==> src/rtl/seg_scan_pkg.sv <==
// seg_scan_pkg: shared definitions for the seven-segment scan controller.
//   NIBBLE_W       bits per displayed digit
//   seg_state_t    slot state encoding (DEAD / DRIVE)
//   sel_width()    width of the digit index for a given digit count
package seg_scan_pkg;

  localparam int unsigned NIBBLE_W = 4;

  typedef logic [0:0] seg_state_t;
  localparam seg_state_t DEAD  = 1'b0;
  localparam seg_state_t DRIVE = 1'b1;

  function automatic int unsigned sel_width(input int unsigned num_digits);
    return (num_digits > 1) ? $clog2(num_digits) : 1;
  endfunction

endpackage

==> src/rtl/seg_scan_prescaler.sv <==
// seg_scan_prescaler: per-digit slot counter, 0..REFRESH_DIV-1, frozen while en_i is low.
// Ports:
//   clk     system clock
//   reset   synchronous active-high reset (count returns to 0)
//   en_i    count enable
//   tc_o    terminal count, high on the last cycle of a slot
//   dead_o  high while the count is inside the leading dead window
module seg_scan_prescaler #(
  parameter int unsigned REFRESH_DIV = 50000,
  parameter int unsigned DEAD_CYCLES = 500
) (
  input  logic clk,
  input  logic reset,
  input  logic en_i,
  output logic tc_o,
  output logic dead_o
);

  localparam int unsigned CNT_W = (REFRESH_DIV > 1) ? $clog2(REFRESH_DIV) : 1;
  localparam logic [CNT_W-1:0] CNT_LAST = CNT_W'(REFRESH_DIV - 1);
  localparam logic [CNT_W-1:0] DEAD_END = CNT_W'(DEAD_CYCLES);

  logic [CNT_W-1:0] count_d, count_q;

  assign tc_o   = (count_q == CNT_LAST);
  assign dead_o = (count_q < DEAD_END);

  always_comb begin
    count_d = count_q;
    if (en_i) begin
      count_d = tc_o ? '0 : count_q + 1'b1;
    end
  end

  always_ff @(posedge clk) begin
    if (reset) begin
      count_q <= '0;
    end else begin
      count_q <= count_d;
    end
  end

endmodule

==> src/rtl/seg_scan_ctrl.sv <==
// seg_scan_ctrl: time-multiplexed scan controller for NUM_DIGITS common-anode digits
// sharing one hex-to-seven-segment decoder. A shadow copy of the displayed value is only
// replaced at a frame boundary so a frame never mixes old and new digits.
// Optional build macro: SEG_SCAN_LZB_EN enables leading-zero blanking.
// Ports:
//   clk, reset   system clock, synchronous active-high reset
//   en           scan enable; low blanks the anodes and freezes the scan
//   load, value  request to display value (latest request wins)
//   load_ack     pulse when the shadow register takes the pending value
//   nibble       current digit's nibble to the decoder {w,x,y,z}
//   an_n         active-low anode enables, bit i = digit i
//   digit_sel    index of the digit currently in its slot
//   frame_tick   pulse at the end of each full scan
module seg_scan_ctrl
  import seg_scan_pkg::*;
#(
  parameter int unsigned NUM_DIGITS  = 4,
  parameter int unsigned DATA_W      = NIBBLE_W * NUM_DIGITS,
  parameter int unsigned REFRESH_DIV = 50000,
  parameter int unsigned DEAD_CYCLES = 500,
  parameter int unsigned SEL_W       = sel_width(NUM_DIGITS)
) (
  input  logic                  clk,
  input  logic                  reset,
  input  logic                  en,
  input  logic                  load,
  input  logic [DATA_W-1:0]     value,
  output logic                  load_ack,
  output logic [NIBBLE_W-1:0]   nibble,
  output logic [NUM_DIGITS-1:0] an_n,
  output logic [SEL_W-1:0]      digit_sel,
  output logic                  frame_tick
);

  logic       tc;
  logic       dead;
  seg_state_t state;

  seg_scan_prescaler #(
    .REFRESH_DIV (REFRESH_DIV),
    .DEAD_CYCLES (DEAD_CYCLES)
  ) u_prescaler (
    .clk    (clk),
    .reset  (reset),
    .en_i   (en),
    .tc_o   (tc),
    .dead_o (dead)
  );

  // State is a pure decode of the prescaler window; the prescaler holds it across en=0.
  assign state = dead ? DEAD : DRIVE;

  logic [SEL_W-1:0]      dsel_d, dsel_q;
  logic [DATA_W-1:0]     shadow_d, shadow_q;
  logic                  pending_d, pending_q;
  logic [DATA_W-1:0]     pending_val_d, pending_val_q;
  logic [NUM_DIGITS-1:0] an_n_d, an_n_q;
  logic [NIBBLE_W-1:0]   nibble_d, nibble_q;
  logic                  load_ack_d, load_ack_q;
  logic                  frame_tick_d, frame_tick_q;
  logic [SEL_W-1:0]      digit_sel_d, digit_sel_q;
  logic [NUM_DIGITS-1:0] blank;
  logic                  last_digit;
  logic                  frame_end;

`ifdef SEG_SCAN_LZB_EN
  // A digit is blanked when it and every more significant digit are zero.
  always_comb begin
    logic zero_run;
    blank    = '0;
    zero_run = 1'b1;
    for (int i = NUM_DIGITS - 1; i > 0; i--) begin
      zero_run = zero_run && (shadow_q[NIBBLE_W*i +: NIBBLE_W] == '0);
      blank[i] = zero_run;
    end
  end
`else
  assign blank = '0;
`endif

  always_comb begin
    last_digit = (dsel_q == SEL_W'(NUM_DIGITS - 1));
    frame_end  = en && tc && last_digit;

    dsel_d = dsel_q;
    if (en && tc) begin
      dsel_d = last_digit ? '0 : dsel_q + 1'b1;
    end

    shadow_d      = shadow_q;
    pending_d     = pending_q;
    pending_val_d = pending_val_q;
    load_ack_d    = 1'b0;
    if (frame_end && pending_q) begin
      shadow_d   = pending_val_q;
      pending_d  = 1'b0;
      load_ack_d = 1'b1;
    end
    // A load coinciding with a transfer stays pending; the transfer used the old value.
    if (load) begin
      pending_d     = 1'b1;
      pending_val_d = value;
    end

    frame_tick_d = frame_end;
    digit_sel_d  = dsel_q;
    // Nibble follows the digit index immediately, so it settles during the dead window.
    nibble_d     = shadow_q[NIBBLE_W*dsel_q +: NIBBLE_W];

    an_n_d = '1;
    if (en && (state == DRIVE)) begin
      for (int i = 0; i < NUM_DIGITS; i++) begin
        if ((dsel_q == SEL_W'(i)) && !blank[i]) begin
          an_n_d[i] = 1'b0;
        end
      end
    end
  end

  always_ff @(posedge clk) begin
    if (reset) begin
      dsel_q        <= '0;
      shadow_q      <= '0;
      pending_q     <= 1'b0;
      pending_val_q <= '0;
      an_n_q        <= '1;
      nibble_q      <= '0;
      load_ack_q    <= 1'b0;
      frame_tick_q  <= 1'b0;
      digit_sel_q   <= '0;
    end else begin
      dsel_q        <= dsel_d;
      shadow_q      <= shadow_d;
      pending_q     <= pending_d;
      pending_val_q <= pending_val_d;
      an_n_q        <= an_n_d;
      nibble_q      <= nibble_d;
      load_ack_q    <= load_ack_d;
      frame_tick_q  <= frame_tick_d;
      digit_sel_q   <= digit_sel_d;
    end
  end

  assign an_n       = an_n_q;
  assign nibble     = nibble_q;
  assign load_ack   = load_ack_q;
  assign frame_tick = frame_tick_q;
  assign digit_sel  = digit_sel_q;

endmodule

==> config.mk <==
export PLATFORM = sky130hd
export DESIGN_NAME = seg_scan_ctrl
export DESIGN_NICKNAME = d
export VERILOG_FILES = /design/src/rtl/seg_scan_pkg.sv /design/src/rtl/seg_scan_prescaler.sv /design/src/rtl/seg_scan_ctrl.sv
export SDC_FILE = /design/constraint.sdc
export NUM_CORES = 1
export LEC_CHECK = 0
export CAP_MARGIN = 10
export CORE_MARGIN = 3
export CORE_UTILIZATION = 25
export DETAILED_ROUTE_END_ITERATION = 8
export PLACE_DENSITY = 0.53
export SLEW_MARGIN = 20
export SYNTH_ARGS = -nofsm -noshare
export SYNTH_HDL_FRONTEND = slang
export SYNTH_SLANG_ARGS = --single-unit
==> constraint.sdc <==
create_clock -name clk -period 2 [get_ports clk]
set_input_delay 0.3 -clock clk [delete_from_list [all_inputs] [get_ports clk]]
set_output_delay 0.3 -clock clk [all_outputs]
set_load 0.1 [all_outputs]
## After elaboration in Yosys (flattened, before gate mapping)

Index checks and enable logic that the tools add are counted.

- Memory bits (writable): 0
- Word-level logic and storage cells: 36
- Memories: 0
- Bits in read-only memories: 0
- Bits in latches: 0
- Output and inout port bits: 12
- Bits in registers: 63
- Input port bits: 20

- Multipliers: 0
- Div/mod/pow operators: 0
- Reduce and logical (&&, ||, !) cells: 7
- Equality and inequality tests: 4
- Mux-type cells: 10
- Add/subtract/negate cells: 2
- Order comparisons: 1
- Shift-type cells: 1
- Bitwise logic cells: 1

Operators with widths:

| operator | number |
|---|---|
| $add A16 B1 Y16 const B | 1 |
| $eq A16 B16 Y1 const B | 1 |
| $lt A16 B9 Y1 const B | 1 |
| $mux W16 | 1 |
| $shiftx A16 B5 Y4 | 1 |
| $mux W1 | 8 |
| $eq A2 B2 Y1 const B | 2 |
| $logic_and A1 B1 Y1 | 4 |
| $add A2 B1 Y2 const B | 1 |
| $eq A2 B1 Y1 const B | 1 |
| $logic_not A2 Y1 | 1 |
| $mux W2 | 1 |
| $reduce_bool A2 Y1 | 1 |
| $reduce_or A2 Y1 | 1 |
| $not A1 Y1 | 1 |

## Longest topological paths before layout

- Depth after elaboration: 6
- Depth in mapped cells: 7
- Mapped depth without buffers: 5

## Modules after synthesis

Synthesis repeated with hierarchy kept, for this count alone.

- Cells, all modules: 263
- Area total of the unflattened synthesis: 2677.6 sq um

Modules (own cells, without submodules):

| module | times used | sequential area each (sq um) | cells an instance | area each (sq um) |
|---|---|---|---|---|
| seg_scan_ctrl | 1 | 940.9 | 174 | 1906.8 |
| seg_scan_prescaler | 1 | 320.3 | 89 | 770.7 |

## Worst setup path before layout

OpenSTA, ideal clock, no wires.

- Path kind: register to register
- Start point: reg u_prescaler.count_q[0]
- End point: reg shadow_q[0]
- Cell stages (with the launch flop): 7
- Required time: 1.868 ns
- Path buffers: 1
- Arrival time: 1.788 ns
- Period minus slack after synthesis: 1.920 ns
- Path slack: 0.080 ns
- Library setup time: 0.132 ns
- Cells stage by stage: dfxtp_1 > ha_1 > nand4_1 > or4_4 > buf_6 > o21ai_0 > a21oi_1

- Cells in the longest elaborated chain, start to end: 4

RTL lines:

| element | line | RTL |
|---|---|---|
| from (decl) | seg_scan_prescaler.sv:23 | `logic [CNT_W-1:0] count_d, count_q;` |
| from (signal assigned) | seg_scan_prescaler.sv:39 | `count_q <= count_d;` |
| $eq A16 B16 Y1 | seg_scan_prescaler.sv:25 | `assign tc_o = (count_q == CNT_LAST);` |
| $logic_and A1 B1 Y1 (2 in series) | seg_scan_ctrl.sv:83 | `frame_end = en && tc && last_digit;` |
| $logic_and A1 B1 Y1 | seg_scan_ctrl.sv:94 | `if (frame_end && pending_q) begin` |
| to (signal assigned) | seg_scan_ctrl.sv:133 | `shadow_q <= shadow_d;` |
| to (decl) | seg_scan_ctrl.sv:54 | `logic [DATA_W-1:0] shadow_d, shadow_q;` |

Every way passes these cells.
A chain may end at the register's enable or synchronous reset.

## Final worst setup path

- Start point: reg u_prescaler.count_q[13]
- End point: reg shadow_q[7]

Same word-level chain as after synthesis.

==> results.toml <==
[power_and_ir_drop]
ir_worst_vdd_mv = 0.2233
power.total_mw = 2.445
cellPowerDensity_nw_per_um2 = 741.5
p_leak_nw = 1.219

[timing]
timing_hold_violations_final = 0
clock-skew-final_ns = 0.009314
setup_repair_after_global_routing_missed_its_margin = "yes"
worst_slew_margin_pct = 59.55
layout_min_cycle_time_ns = 1.959
worstMarginPinSlew_ns = 0.6053
report.final.setup_viol = 0
timing.hold.ws_ns = 0.4653
fmax_mhz = 510.4
min_period_over_period_pct = 97.97
timing.final.max_slew_violations = 0

[synthesis]
synth-compound-area-share_pct = 7.692
combinational_family_with_the_most_area_after_synthesis = "simple AND/OR/NAND/NOR gates"
syn_nets = 292
post_synthesis_share_of_cell_area_spent_on_and_or_nand_and_nor_gates_pct = 19.91
async_flop_share_pct = 0
yosysTopAreaCell = "dfxtp_1"
ys_seq_area_share_pct = 49.07
yosys.cell_count.top_type = "dfxtp_1"
synthesis.area_um2 = 2570
muxShareOfSynthArea_pct = 10.52
synthXorXnorAreaFrac_pct = 4.771
avgSynthCellArea_um2 = 9.625
post_synth_inst_count = 267
yosys-top-cells-count = "dfxtp_1 (63), nor2_1 (36), nand3_1 (23)"
post_synth_main_area_contributors = "dfxtp_1 (49%), mux2i_1 (7.0%), nor2_1 (5.3%)"
count_of_yosys_warnings_during_synthesis = 0
synth-adder-area-share_pct = 2.434
synth_ff_type = "dfxtp_1"
yosys.area.top_type_share_pct = 49.07
synth_cell_type_count = 34
ys_ff_latch = 63
synth-edff-count = 0

[clock_tree]
cts_num_sinks = 63
clockBufferDepth = 2
cts.reportedPaths.clkPinSlew_ns = 0.07
cts-buffers-inserted = 9
cts-root-buf = "clkbuf_8"
worst_skew_pair.late_latency_ns = 0.33
cts_max_level = 3
cts_tree = "built"
post-cts-setup-buffer-count = 0

[global_routing]
antenna_found_initial = 0
grt-ovfl-total = 0
global_route_wire_length_before_repair_um = 9039
vias_in_the_first_global_route = 1882
grt_usage_pct = 10.09
grt_max_degree = 44

[cells_and_area]
antenna-diode-count = 0
number_of_nets_in_the_finished_design = 340
final_core_utilization_pct = 33.43
drive_gt1_share_pct = 19.12
layout-area-overhead-vs-synth_pct = 28.33
fillCellCount = 1004
stdcell_area_um2 = 3298

[routing]
vias = 1943
total_wire_length_um = 5392
drc = 0
drt-wirelength-per-cell_um = 11.93
dr.pass1.iters = 4
first_iter_violations = 81
vias_per_cell = 4.299
drtAntennaViolNets = 0

[die]
initial_utilization_pct = 26.05
core-area_um2 = 9864
row_count = 36
die_outline_area_um2 = 11530
fp.dieW_um = 107.4
die_height_um = 107.4
io-pin-count = 32

[critical_path]
worstPathRequired_ns = 2.20
crit_top_cell = "or4_4"
timing.critical_path.from = "u_prescaler.count_q[13]"
worst_path_largest_cell_delay_ns = 0.55
reg2reg_from = "u_prescaler.count_q[13]"
setup.worst_path.end_class = "flip-flop"
path_cells = "or4_4 > or4_4 > buf_12 > o21ai_0 > a21oi_1"
path_class = "reg -> reg"
critPathSlowestCell = "or4_4"
cp-start-kind = "flip-flop"
critical_path_peak_fanout = 20
critical_path_arrival_ns = 2.16

[placement]
hpwl_um = 3799
dpl-instance-area_um2 = 3108
routabilityCongestion = 0.7635
port-buffer-count = 31

[run_status]
run_status = "complete, no violations"

[run]
cap_violations = 0

[worst_hold_path]
min_from = "shadow_q[9]"
hp-class = "reg -> reg"
-- cells in the final DEF, fill, tap and decap left out, types with 3 or more instances in the layout --
| cell | Yosys | final |
|---|---|---|
| dfxtp_1 | 63 | 63 |
| nor2_1 | 36 | 36 |
| buf_4 | 0 | 35 |
| nand3_1 | 23 | 23 |
| a21oi_1 | 20 | 20 |
| clkdlybuf4s50_1 | 0 | 19 |
| mux2i_1 | 18 | 18 |
| o21ai_1 | 7 | 13 |
| nand2_1 | 10 | 10 |
| xnor2_1 | 9 | 9 |
| clkbuf_8 | 0 | 9 |
| inv_1 | 6 | 6 |
| nand4_1 | 5 | 5 |
| nor4_1 | 5 | 5 |
| xor2_1 | 5 | 5 |
| ha_1 | 5 | 5 |
| mux4_2 | 4 | 4 |
| nor2b_1 | 4 | 4 |
| o21ai_2 | 0 | 3 |
-- state kept, by name (all words and copies together) (netlist names) --
register             cells
u_prescaler.count_q     16
shadow_q                16
pending_val_q           16
load_ack                 1
pending_q                1
nibble                   4
digit_sel                2
an_n                     4
frame_tick               1
digit_sel_d              2
-- critical path: cells and delay by family (launching register included) --
kind | cells | cell delay, ns
compound gates | 2 | 0.25
buf+inv | 1 | 0.18
flops | 1 | 0.32
simple gates | 2 | 1.07
-- metrics by stage --
step	std cells	TNS (ns)	worst slack, ns
after floorplan	267	0	0.07997
after CTS	452	0	0.02739
after detailed placement	437	-0.6352	-0.06609
after global routing	452	-0.0005287	-0.0005287
after global placement	437	-0.2900	-0.04011
final	452	0	0.04064
-- report_power, final --
| part | internal [mW] | switching, mW |
|---|---|---|
| logic | 0.0673 | 0.0508 |
| registers | 1.28 | 0.0158 |
| clock network | 0.565 | 0.467 |
| total | 1.91 | 0.534 |
-- layout make-up --
class | count | area [um^2] | share of cell area [%]
well taps | 133 | 166.4 | 5.046
clock buffers | 11 | 131.4 | 3.983
repair buffers | 56 | 493.0 | 14.95
clock inverters | 4 | 47.55 | 1.442
flip-flops and latches | 63 | 1261 | 38.24
multi-input cells | 179 | 1176 | 35.66
inverters | 6 | 22.52 | 0.6829
-- layer usage --
metal | global-route usage [%] | vias to the layer above | share of wire (%)
li1 | - | 1016 | -
met2 | 14.83 | 23 | 47
met5 | 0 | - | 0
met3 | 3.059 | 5 | 2.5
met4 | 5.140 | 0 | 1.6
met1 | 13.34 | 899 | 48
-- cells by family after synthesis --
logic type,after synthesis
AND/OR/NAND/NOR,99
flip-flops,63
AO/OA/AOI/OAI,39
buffers and inverters,25
multiplexers,22
XOR/XNOR,14
adder cells (fa/ha/maj),5
-- timing repair --
action / CTS / global route
resized for setup: 0 / 12
hold buffers: 0 / 0
setup endpoints to repair: 0 / 10
-- worst paths after layout --
kind,slack (ns),end,cells after the start
min reg2reg,0.47,shadow_q[9],2
min,0.47,shadow_q[9],2
max,0.04,shadow_q[7],5
max reg2reg,0.04,shadow_q[7],5
(Power assumes the default switching activity.)
